`src/rtl/alu_pkg.sv`:
```
// alu_pkg: shared constants for the sequential ALU.
//   - 5-bit opcode encoding
//   - FSM state encoding
//   - bit positions inside the 6-bit Flags output
package alu_pkg;

  localparam logic [4:0] OP_LD   = 5'b00000;
  localparam logic [4:0] OP_LDI  = 5'b00001;
  localparam logic [4:0] OP_ST   = 5'b00010;
  localparam logic [4:0] OP_ADD  = 5'b00011;
  localparam logic [4:0] OP_SUB  = 5'b00100;
  localparam logic [4:0] OP_AND  = 5'b00101;
  localparam logic [4:0] OP_OR   = 5'b00110;
  localparam logic [4:0] OP_ROR  = 5'b00111;
  localparam logic [4:0] OP_ROL  = 5'b01000;
  localparam logic [4:0] OP_SHR  = 5'b01001;
  localparam logic [4:0] OP_SHRA = 5'b01010;
  localparam logic [4:0] OP_SHL  = 5'b01011;
  localparam logic [4:0] OP_ADDI = 5'b01100;
  localparam logic [4:0] OP_ANDI = 5'b01101;
  localparam logic [4:0] OP_ORI  = 5'b01110;
  localparam logic [4:0] OP_DIV  = 5'b01111;
  localparam logic [4:0] OP_MUL  = 5'b10000;
  localparam logic [4:0] OP_NEG  = 5'b10001;
  localparam logic [4:0] OP_NOT  = 5'b10010;
  localparam logic [4:0] OP_BR   = 5'b10011;
  localparam logic [4:0] OP_NOP  = 5'b11010;
  localparam logic [4:0] OP_HALT = 5'b11011;

  typedef enum logic [1:0] {
    S_IDLE = 2'd0,
    S_RUN  = 2'd1,
    S_FIX  = 2'd2,
    S_DONE = 2'd3
  } state_e;

  // Flags = {IllegalOp, DivZero, Overflow, Carry, Negative, Zero}
  localparam int FLG_ZERO = 0;
  localparam int FLG_NEG  = 1;
  localparam int FLG_CARRY= 2;
  localparam int FLG_OVF  = 3;
  localparam int FLG_DIVZ = 4;
  localparam int FLG_ILL  = 5;

endpackage

```
`src/rtl/alu_muldiv_iter.sv`:
```
// alu_muldiv_iter: unsigned iterative multiply (shift-add) / restoring divide.
//   Clock, Clear : clock, async active-low reset
//   i_start      : load magnitudes and begin WIDTH iterations
//   i_div        : 1 = divide, 0 = multiply
//   i_mag_a/b    : unsigned magnitudes (multiplier/multiplicand, dividend/divisor)
//   o_res        : MUL -> 2W product; DIV -> {remainder, quotient}
//   o_done       : high in the cycle whose closing edge performs the last step
module alu_muldiv_iter #(
  parameter int WIDTH = 32
) (
  input  logic               Clock,
  input  logic               Clear,
  input  logic               i_start,
  input  logic               i_div,
  input  logic [WIDTH-1:0]   i_mag_a,
  input  logic [WIDTH-1:0]   i_mag_b,
  output logic [2*WIDTH-1:0] o_res,
  output logic               o_done
);
  localparam int CNT_W = $clog2(WIDTH) + 1;

  logic             r_run, r_div;
  logic [CNT_W-1:0] r_cnt;
  logic [WIDTH-1:0] r_hi, r_lo, r_m;

  logic [WIDTH:0]   w_sum, w_rsh, w_diff;
  logic [WIDTH-1:0] w_hi_nxt, w_lo_nxt;

  always_comb begin
    w_sum    = {1'b0, r_hi} + {1'b0, (r_lo[0] ? r_m : '0)};
    w_rsh    = {r_hi, r_lo[WIDTH-1]};
    w_diff   = w_rsh - {1'b0, r_m};
    w_hi_nxt = r_hi;
    w_lo_nxt = r_lo;
    if (r_div) begin
      // Restoring step: keep the trial subtraction only if it did not borrow.
      if (!w_diff[WIDTH]) begin
        w_hi_nxt = w_diff[WIDTH-1:0];
        w_lo_nxt = {r_lo[WIDTH-2:0], 1'b1};
      end else begin
        w_hi_nxt = w_rsh[WIDTH-1:0];
        w_lo_nxt = {r_lo[WIDTH-2:0], 1'b0};
      end
    end else begin
      // Add-then-shift: carry of the add becomes the new top bit.
      w_hi_nxt = w_sum[WIDTH:1];
      w_lo_nxt = {w_sum[0], r_lo[WIDTH-1:1]};
    end
  end

  assign o_done = r_run && (r_cnt == CNT_W'(WIDTH-1));
  assign o_res  = {r_hi, r_lo};

  always_ff @(posedge Clock or negedge Clear) begin
    if (!Clear) begin
      r_run <= 1'b0;
      r_div <= 1'b0;
      r_cnt <= '0;
      r_hi  <= '0;
      r_lo  <= '0;
      r_m   <= '0;
    end else if (i_start) begin
      r_run <= 1'b1;
      r_div <= i_div;
      r_cnt <= '0;
      r_hi  <= '0;
      r_lo  <= i_mag_a;
      r_m   <= i_mag_b;
    end else if (r_run) begin
      r_hi  <= w_hi_nxt;
      r_lo  <= w_lo_nxt;
      r_cnt <= o_done ? '0 : r_cnt + CNT_W'(1);
      if (o_done) r_run <= 1'b0;
    end
  end

endmodule

```
`src/rtl/alu_seq_n.sv`:
```
// alu_seq_n: sequential ALU, single-cycle logic/arith ops plus iterative MUL/DIV.
//   Clock, Clear       : clock, async active-low reset
//   Start              : request, sampled only in IDLE
//   Control            : 5-bit opcode (alu_pkg)
//   reg_A, reg_B       : operands
//   Branch, IncrementPC: branch-taken qualifier, PC-increment override
//   Busy               : operation in progress (low during the Done cycle)
//   Done               : one-cycle result-valid pulse
//   reg_C              : {HI, LO} result
//   Flags              : {IllegalOp, DivZero, Overflow, Carry, Negative, Zero}
module alu_seq_n #(
  parameter int WIDTH   = 32,
  parameter int SHAMT_W = $clog2(WIDTH)
) (
  input  logic               Clock,
  input  logic               Clear,
  input  logic               Start,
  input  logic [4:0]         Control,
  input  logic [WIDTH-1:0]   reg_A,
  input  logic [WIDTH-1:0]   reg_B,
  input  logic               Branch,
  input  logic               IncrementPC,
  output logic               Busy,
  output logic               Done,
  output logic [2*WIDTH-1:0] reg_C,
  output logic [5:0]         Flags
);
  import alu_pkg::*;

  localparam logic [WIDTH-1:0] MOST_NEG = {1'b1, {(WIDTH-1){1'b0}}};

  state_e             r_state, w_state_nxt;
  logic [WIDTH-1:0]   r_a, r_b;
  logic [4:0]         r_op;
  logic               r_br, r_inc, r_long;
  logic [2*WIDTH-1:0] r_fix, r_c;
  logic [5:0]         r_flags;
  logic               r_busy, r_done;

  logic               w_accept, w_long_req, w_it_last;
  logic [WIDTH-1:0]   w_mag_a, w_mag_b;
  logic [2*WIDTH-1:0] w_it_res, w_fix, w_res, w_rot;
  logic [WIDTH:0]     w_sum;
  logic [5:0]         w_flg;
  logic               w_hold, w_zn, w_wide;
  logic [SHAMT_W-1:0] w_sh;

  // DIV by zero is resolved in one cycle, so only nonzero divisors iterate.
  assign w_long_req = !IncrementPC &&
                      ((Control == OP_MUL) || ((Control == OP_DIV) && (reg_B != '0)));
  assign w_mag_a    = reg_A[WIDTH-1] ? -reg_A : reg_A;
  assign w_mag_b    = reg_B[WIDTH-1] ? -reg_B : reg_B;

  alu_muldiv_iter #(.WIDTH(WIDTH)) u_iter (
    .Clock   (Clock),
    .Clear   (Clear),
    .i_start (w_accept && w_long_req),
    .i_div   (Control == OP_DIV),
    .i_mag_a (w_mag_a),
    .i_mag_b (w_mag_b),
    .o_res   (w_it_res),
    .o_done  (w_it_last)
  );

  always_comb begin
    w_state_nxt = r_state;
    w_accept    = 1'b0;
    case (r_state)
      S_IDLE: if (Start) begin
        w_accept    = 1'b1;
        w_state_nxt = w_long_req ? S_RUN : S_DONE;
      end
      S_RUN:  if (w_it_last) w_state_nxt = S_FIX;
      S_FIX:  w_state_nxt = S_DONE;
      S_DONE: w_state_nxt = S_IDLE;
      default: w_state_nxt = S_IDLE;
    endcase
  end

  // Sign correction: product negated on sign mismatch; quotient likewise,
  // remainder follows the dividend. MOST_NEG / -1 falls out as MOST_NEG, 0.
  always_comb begin
    w_fix = w_it_res;
    if (r_op == OP_DIV) begin
      w_fix[WIDTH-1:0]       = (r_a[WIDTH-1] ^ r_b[WIDTH-1]) ? -w_it_res[WIDTH-1:0]
                                                             :  w_it_res[WIDTH-1:0];
      w_fix[2*WIDTH-1:WIDTH] = r_a[WIDTH-1] ? -w_it_res[2*WIDTH-1:WIDTH]
                                            :  w_it_res[2*WIDTH-1:WIDTH];
    end else if (r_a[WIDTH-1] ^ r_b[WIDTH-1]) begin
      w_fix = -w_it_res;
    end
  end

  // Result and flags for the DONE cycle.
  always_comb begin
    w_res  = '0;
    w_flg  = '0;
    w_hold = 1'b0;
    w_zn   = 1'b1;
    w_wide = 1'b0;
    w_sum  = '0;
    w_sh   = r_b[SHAMT_W-1:0];
    w_rot  = '0;
    if (r_inc) begin
      w_res[WIDTH-1:0] = r_b + WIDTH'(1);
    end else if (r_long) begin
      w_res  = r_fix;
      w_wide = 1'b1;
      w_flg[FLG_OVF] = (r_op == OP_DIV) && (r_a == MOST_NEG) && (r_b == '1);
    end else begin
      case (r_op)
        OP_LD, OP_LDI, OP_ST, OP_ADD, OP_ADDI: begin
          w_sum            = {1'b0, r_a} + {1'b0, r_b};
          w_res[WIDTH-1:0] = w_sum[WIDTH-1:0];
          w_flg[FLG_CARRY] = w_sum[WIDTH];
          w_flg[FLG_OVF]   = (r_a[WIDTH-1] == r_b[WIDTH-1]) &&
                             (w_sum[WIDTH-1] != r_a[WIDTH-1]);
        end
        OP_SUB: begin
          // A + ~B + 1: bit W is the not-borrow carry.
          w_sum            = {1'b0, r_a} + {1'b0, ~r_b} + (WIDTH+1)'(1);
          w_res[WIDTH-1:0] = w_sum[WIDTH-1:0];
          w_flg[FLG_CARRY] = w_sum[WIDTH];
          w_flg[FLG_OVF]   = (r_a[WIDTH-1] != r_b[WIDTH-1]) &&
                             (w_sum[WIDTH-1] != r_a[WIDTH-1]);
        end
        OP_AND, OP_ANDI: w_res[WIDTH-1:0] = r_a & r_b;
        OP_OR,  OP_ORI:  w_res[WIDTH-1:0] = r_a | r_b;
        OP_NOT:          w_res[WIDTH-1:0] = ~r_b;
        OP_NEG:          w_res[WIDTH-1:0] = '0 - r_b;
        OP_SHL:          w_res[WIDTH-1:0] = r_a << w_sh;
        OP_SHR:          w_res[WIDTH-1:0] = r_a >> w_sh;
        OP_SHRA:         w_res[WIDTH-1:0] = $signed(r_a) >>> w_sh;
        OP_ROL: begin
          w_rot            = {r_a, r_a} << w_sh;
          w_res[WIDTH-1:0] = w_rot[2*WIDTH-1:WIDTH];
        end
        OP_ROR: begin
          w_rot            = {r_a, r_a} >> w_sh;
          w_res[WIDTH-1:0] = w_rot[WIDTH-1:0];
        end
        OP_BR:           w_res[WIDTH-1:0] = r_br ? (r_a + r_b) : r_a;
        OP_DIV: begin
          // Only reached with a zero divisor.
          w_res           = {r_a, {WIDTH{1'b1}}};
          w_wide          = 1'b1;
          w_flg[FLG_DIVZ] = 1'b1;
        end
        OP_NOP, OP_HALT: begin
          w_hold = 1'b1;
          w_zn   = 1'b0;
        end
        default: begin
          // Illegal ops report only IllegalOp, not Zero.
          w_flg[FLG_ILL] = 1'b1;
          w_zn           = 1'b0;
        end
      endcase
    end
    if (w_zn) begin
      w_flg[FLG_ZERO] = (w_res == '0);
      w_flg[FLG_NEG]  = w_wide ? w_res[2*WIDTH-1] : w_res[WIDTH-1];
    end
  end

  always_ff @(posedge Clock or negedge Clear) begin
    if (!Clear) begin
      r_state <= S_IDLE;
      r_a     <= '0;
      r_b     <= '0;
      r_op    <= '0;
      r_br    <= 1'b0;
      r_inc   <= 1'b0;
      r_long  <= 1'b0;
      r_fix   <= '0;
      r_c     <= '0;
      r_flags <= '0;
      r_busy  <= 1'b0;
      r_done  <= 1'b0;
    end else begin
      r_state <= w_state_nxt;
      // Busy covers the cycles strictly between acceptance and Done.
      r_busy  <= (r_state != S_IDLE) && (w_state_nxt != S_IDLE);
      r_done  <= (r_state == S_DONE);
      if (w_accept) begin
        r_a    <= reg_A;
        r_b    <= reg_B;
        r_op   <= Control;
        r_br   <= Branch;
        r_inc  <= IncrementPC;
        r_long <= w_long_req;
      end
      if (r_state == S_FIX) r_fix <= w_fix;
      if (r_state == S_DONE) begin
        if (!w_hold) r_c <= w_res;
        r_flags <= w_flg;
      end
    end
  end

  assign Busy  = r_busy;
  assign Done  = r_done;
  assign reg_C = r_c;
  assign Flags = r_flags;

endmodule

```
`config.mk`:
```
export PLATFORM = sky130hd
export DESIGN_NAME = alu_seq_n
export DESIGN_NICKNAME = d
export VERILOG_FILES = /design/src/rtl/alu_pkg.sv /design/src/rtl/alu_muldiv_iter.sv /design/src/rtl/alu_seq_n.sv
export SDC_FILE = /design/constraint.sdc
export NUM_CORES = 2
export LEC_CHECK = 0
export ABC_AREA = 0
export CORE_MARGIN = 2
export CORE_UTILIZATION = 45
export DETAILED_ROUTE_END_ITERATION = 16
export PLACE_DENSITY_LB_ADDON = 0.2
export SLEW_MARGIN = 20
export SYNTH_ARGS = -nofsm -noshare
export SYNTH_HDL_FRONTEND = slang
export SYNTH_SLANG_ARGS = --single-unit
```
`constraint.sdc`:
```
create_clock -name Clock -period 10.6 [get_ports Clock]
set_clock_uncertainty 0.2 [all_clocks]
set_input_delay 2.12 -clock Clock [delete_from_list [all_inputs] [get_ports Clock]]
set_output_delay 2.12 -clock Clock [all_outputs]
set_load 0.01 [all_outputs]
```
Yosys cells after proc, flatten, opt, wreduce, memory -nomap -nowiden
Index checks and enable logic that the tools add are counted.

cells by class
  $mul = 0
  reduce and logical (&&, ||, !) cells = 25
  magnitude comparators = 0
  div/mod/pow operators = 0
  shift-type cells = 5
  bitwise logic cells = 5
  multiplexer cells = 50
  $add $sub $neg = 14
  equal/unequal tests = 32

operators by type and width
  operator               number
  $mux 32                16
  $pmux 32 s13           1
  $mux 64                3
  $neg 32->32            4
  $add 32x32->33         3
  $eq 32x32->1 const B   2
  $logic_not 64->1       1
  $neg 64->64            1
  $shl 64x5->64          1
  $shr 64x5->32          1
  $eq 5x4->1 const B     9
  $add 33x1->33 const B  1
  $sub 33x32->33         1
  $add 32x1->32 const B  1
  $add 32x32->32         1
  $and 32x32->32         1
  $not 32->32            1
  $or 32x32->32          1
  $reduce_bool 32->1     1
  $shl 32x5->32          1
  $shr 32x5->32          1
  $sshr 32x5->32         1
  $sub 1x32->32 const A  1
  $eq 5x5->1 const B     6
  other kinds (28)       71

word-level totals
  memory bits (writable) = 0
  flip-flop bits (word level) = 314
  output and inout port bits = 72
  latch bits = 0
  memory bits (read-only) = 0
  input port bits = 74
  memories kept = 0

Longest topological paths before layout
  depth in word-level cells = 9
  gate-level depth with buffers = 20
  depth with buffers taken out = 16

Cells and area by module
From an unflattened synthesis, not the netlist that was laid out.

second synthesis, totals
  cell total of the unflattened synthesis = 4,419
  area total of the unflattened synthesis = 34,887.2 um^2

by module, submodules not included
  module           area an instance (um^2)  times used  sequential area each (um^2)  cells an instance
  alu_seq_n        26,218.9                 1           5,255.0                      3,369
  alu_muldiv_iter  8,668.3                  1           2,602.5                      1,050

Worst setup path before layout
No wires, ideal clock.

  path kind = input -> register
  from = in reg_B[6]
  to = reg u_iter.r_lo[25]
  setup time = 0.130 ns
  data required time = 10.270 ns
  buffers on the path = 3
  path slack = 4.704 ns
  stages on the path = 12
  data arrival time = 5.566 ns
  cells stage by stage = or4_1 -> nor4_2 -> or4b_1 -> or4_1 -> or3_1 -> or4_4 -> a21boi_2 -> or3_1 -> buf_4 -> buf_6 -> buf_4 -> o21ai_0

between the ends
  longest elaborated chain between the ends = 6
  elaborated cells on any way between the ends = 7

ends and longest elaborated chain
  element                                       RTL line               text
  start, declared                               alu_seq_n.sv:20        input logic [WIDTH-1:0] reg_B,
  $reduce_bool 32->1 (*)                        alu_seq_n.sv:50        ((Control == OP_MUL) || ((Control == OP_DIV) && (reg_B != '0)));
  $logic_and 1x1->1 (*)                         alu_seq_n.sv:50
  $logic_or 1x1->1 (*)                          alu_seq_n.sv:50
  $logic_and 1x1->1 (*)                         alu_seq_n.sv:49        assign w_long_req = !IncrementPC &&
  $logic_and 1x1->1 (*)                         alu_seq_n.sv:57        .i_start (w_accept && w_long_req),
  $mux 32 or $reduce_bool 2->1 (tied branches)  n/a
  end signal, assigned                          alu_muldiv_iter.sv:67  r_lo <= i_mag_a;
  end signal, assigned                          alu_muldiv_iter.sv:71  r_lo <= w_lo_nxt;
  end, declared                                 alu_muldiv_iter.sv:24  logic [WIDTH-1:0] r_hi, r_lo, r_m;

Mark *: on every way between the ends. The rest lies on a longest branch, timed or not.
A chain may end at the register's enable or synchronous reset.

Worst setup path after layout
  from = in reg_B[6]
  to = reg u_iter.r_lo[11]

The elaborated chain is that of the path after synthesis.

==> flow_metrics.tcl <==
set metrics [dict create \
    antenna_found_initial 15 \
    final.fill_count 7421 \
    final.setup.tns_ns 0 \
    gp_congestion 1.111 \
    crit_fanout 68 \
    cp.required_ns 10.87 \
    cp.arrival_ns 7.26 \
    cts_buffers 37 \
    die_w_um 281.5 \
    portBuffers 145 \
    syn2layout_area_growth_pct 10.48 \
    vias 37928 \
    dp_hpwl_um 146700 \
    fin_crit_ns 6.984 \
    dieHeight_um 281.5 \
    yosysSeqAreaShare 0.2267 \
    max_freq_mhz 143.2 \
    drt_iter0_drc 5653 \
    finalHoldViolCount 0 \
    avgSynthCellArea_um2 7.948 \
    final_cell_mix "nand2_1, nor2_1, o21ai_0" \
    syn-num-nets 4619 \
    fin_hold_ws_ns 0.2766 \
    grt_pass1_wl_um 266700 \
    clkSlewWorstSetupHoldPaths_ns 0.06 \
    hold_path.class "flip-flop to flip-flop" \
    syn-cell-area_mm2 0.03465 \
    start_util 0.4555 \
    cts_resized 0 \
    rsz0062_at_grt "no" \
    gr-usage-all-layers 0.4709 \
    grt_pass1_vias 35160 \
    fin_crit_sh 0.6588 \
    clock-sinks 314 \
    tightest_slew_ns 1.199 \
    worst_setup_path_start_kind "input port" \
    core_mm2 0.07608 \
    netlist_instances 4360 \
    vias_per_cell 7.039 \
    finalMaxSlewViolations 0 \
    status "finished clean" \
    cts-root-buf "clkbuf_16" \
    multi_input_area_mm2 0.02474 \
    drtPass1Iterations 8 \
    yosysUniqueCellTypes 102 \
    slew_headroom 0.1943 \
    wl_per_cell_um 35.27 \
    ys_seq_elements 314 \
    crit_type "input port to flip-flop" \
    drive_above_1_share 0.1146 \
    layout.nets 4587 \
    ant_nets 0 \
    design.die.area_mm2 0.07925 \
    synthFlopType "dfrtp_1" \
    drt_drc_violations_left 0 \
    grt_max_degree 135 \
    seq_area_mm2 0.007880 \
    ys_async_sr_fraction 1.000 \
    overflow 0 \
    clock_path_buffers 3 \
    ys_warn_count 0 \
    setup_viol 0 \
    final_common_cell "nand2_1" \
    cts_tree "built" \
    routed_wl_um 190100 \
    clock_latency_ns 0.57 \
    post-cts-setup-buffer-count 0 \
    critPathCaptureType "flip-flop" \
    rows 101 \
    synth_edf_count 0 \
    drv_cap 0 \
    io_pins 146 \
    h-tree-depth 2 \
    cts_hold_buf 0 \
]
-- layout make-up --
cell class | count | area share
well taps | 1030 | 0.03366
clock buffers | 51 | 0.02686
inverters | 167 | 0.01637
diodes | 5 | 0.0003268
flip-flops and latches | 314 | 0.2058
clock inverters | 13 | 0.005262
multi-input cells | 3528 | 0.6462
repair buffers | 280 | 0.06549
-- cells by family (layout without fill, tap and decap cells) --
group / Yosys count / count (layout) / synth area share
mux: 347 / 347 / 0.1330
buf+inv: 518 / 511 / 0.06203
flops: 314 / 314 / 0.2267
simple gates: 1430 / 1430 / 0.1964
fa+ha+maj: 185 / 185 / 0.06766
other cells: 0 / 5 / 0
compound gates: 1317 / 1317 / 0.2511
xor+xnor: 249 / 249 / 0.06315
-- per-layer routing --
layer | vias up | global-route usage | share of wire
li1 | 16051 | - | -
met5 | - | 0.001832 | 0.00046
met1 | 18556 | 0.6038 | 0.38
met2 | 2634 | 0.6836 | 0.41
met3 | 675 | 0.1397 | 0.12
met4 | 12 | 0.3155 | 0.084
-- final timing paths --
check	from	to	slack [ns]	cells after the start
max	reg_B[6]	u_iter.r_lo[11]	3.62	12
min	u_iter.r_m[18]	u_iter.r_m[18]	0.28	2
max reg2reg	r_b[0]	Flags[0]	3.62	14
min reg2reg	u_iter.r_m[18]	u_iter.r_m[18]	0.28	2
max in group asynchronous	Clear	r_long	7.23	2
min in group asynchronous	Clear	u_iter.r_lo[21]	1.42	1
-- sequential cells by signal, summed over array words and instances, names as in the netlist, 5 cells and up, named ones only --
register	flops
r_op	5
u_iter.r_m	32
r_a	32
u_iter.r_cnt	6
reg_C	64
r_b	32
u_iter.r_lo	32
r_fix	64
Flags	6
u_iter.r_hi	32
-- metrics by stage --
step                utilization  cells  setup WS [ns]  cell area, um^2
floorplan                     -   4360          4.704            34650
global placement         0.4868   5319          3.182            37030
detailed placement       0.4868   5319          3.051            37030
CTS                      0.5029   5383          3.627            38260
global route             0.5031   5384          3.267            38280
finish                   0.5033   5388          3.616            38290
-- cell usage after synthesis (95+ instances only) --
cell type | instances | area share
dfrtp_1 | 314 | 0.23
o21ai_0 | 334 | 0.048
mux2i_1 | 127 | 0.037
clkbuf_1 | 244 | 0.026
nor2_1 | 380 | 0.041
inv_1 | 159 | 0.017
xnor2_1 | 126 | 0.032
a21oi_1 | 277 | 0.040
ha_1 | 181 | 0.065
mux2_2 | 143 | 0.046
nand2_1 | 473 | 0.051
xor2_1 | 122 | 0.031
nor3_1 | 95 | 0.014
-- worst max-delay path, stage by stage --
cell and delay, ns:
clkdlybuf4s50_1 0.50, or4_1 0.63, nor4_2 0.25, or4b_1 0.51, or4_1 0.55, or3_1 0.44, or4_4 0.55, a21boi_2 0.21
or3_4 0.56, buf_4 0.61, o211ai_1 0.17, o21ai_0 0.13
Power is left out: the tool's default activity adds up to more than one toggle a clock period on the data nets, which glitch-free logic cannot reach.
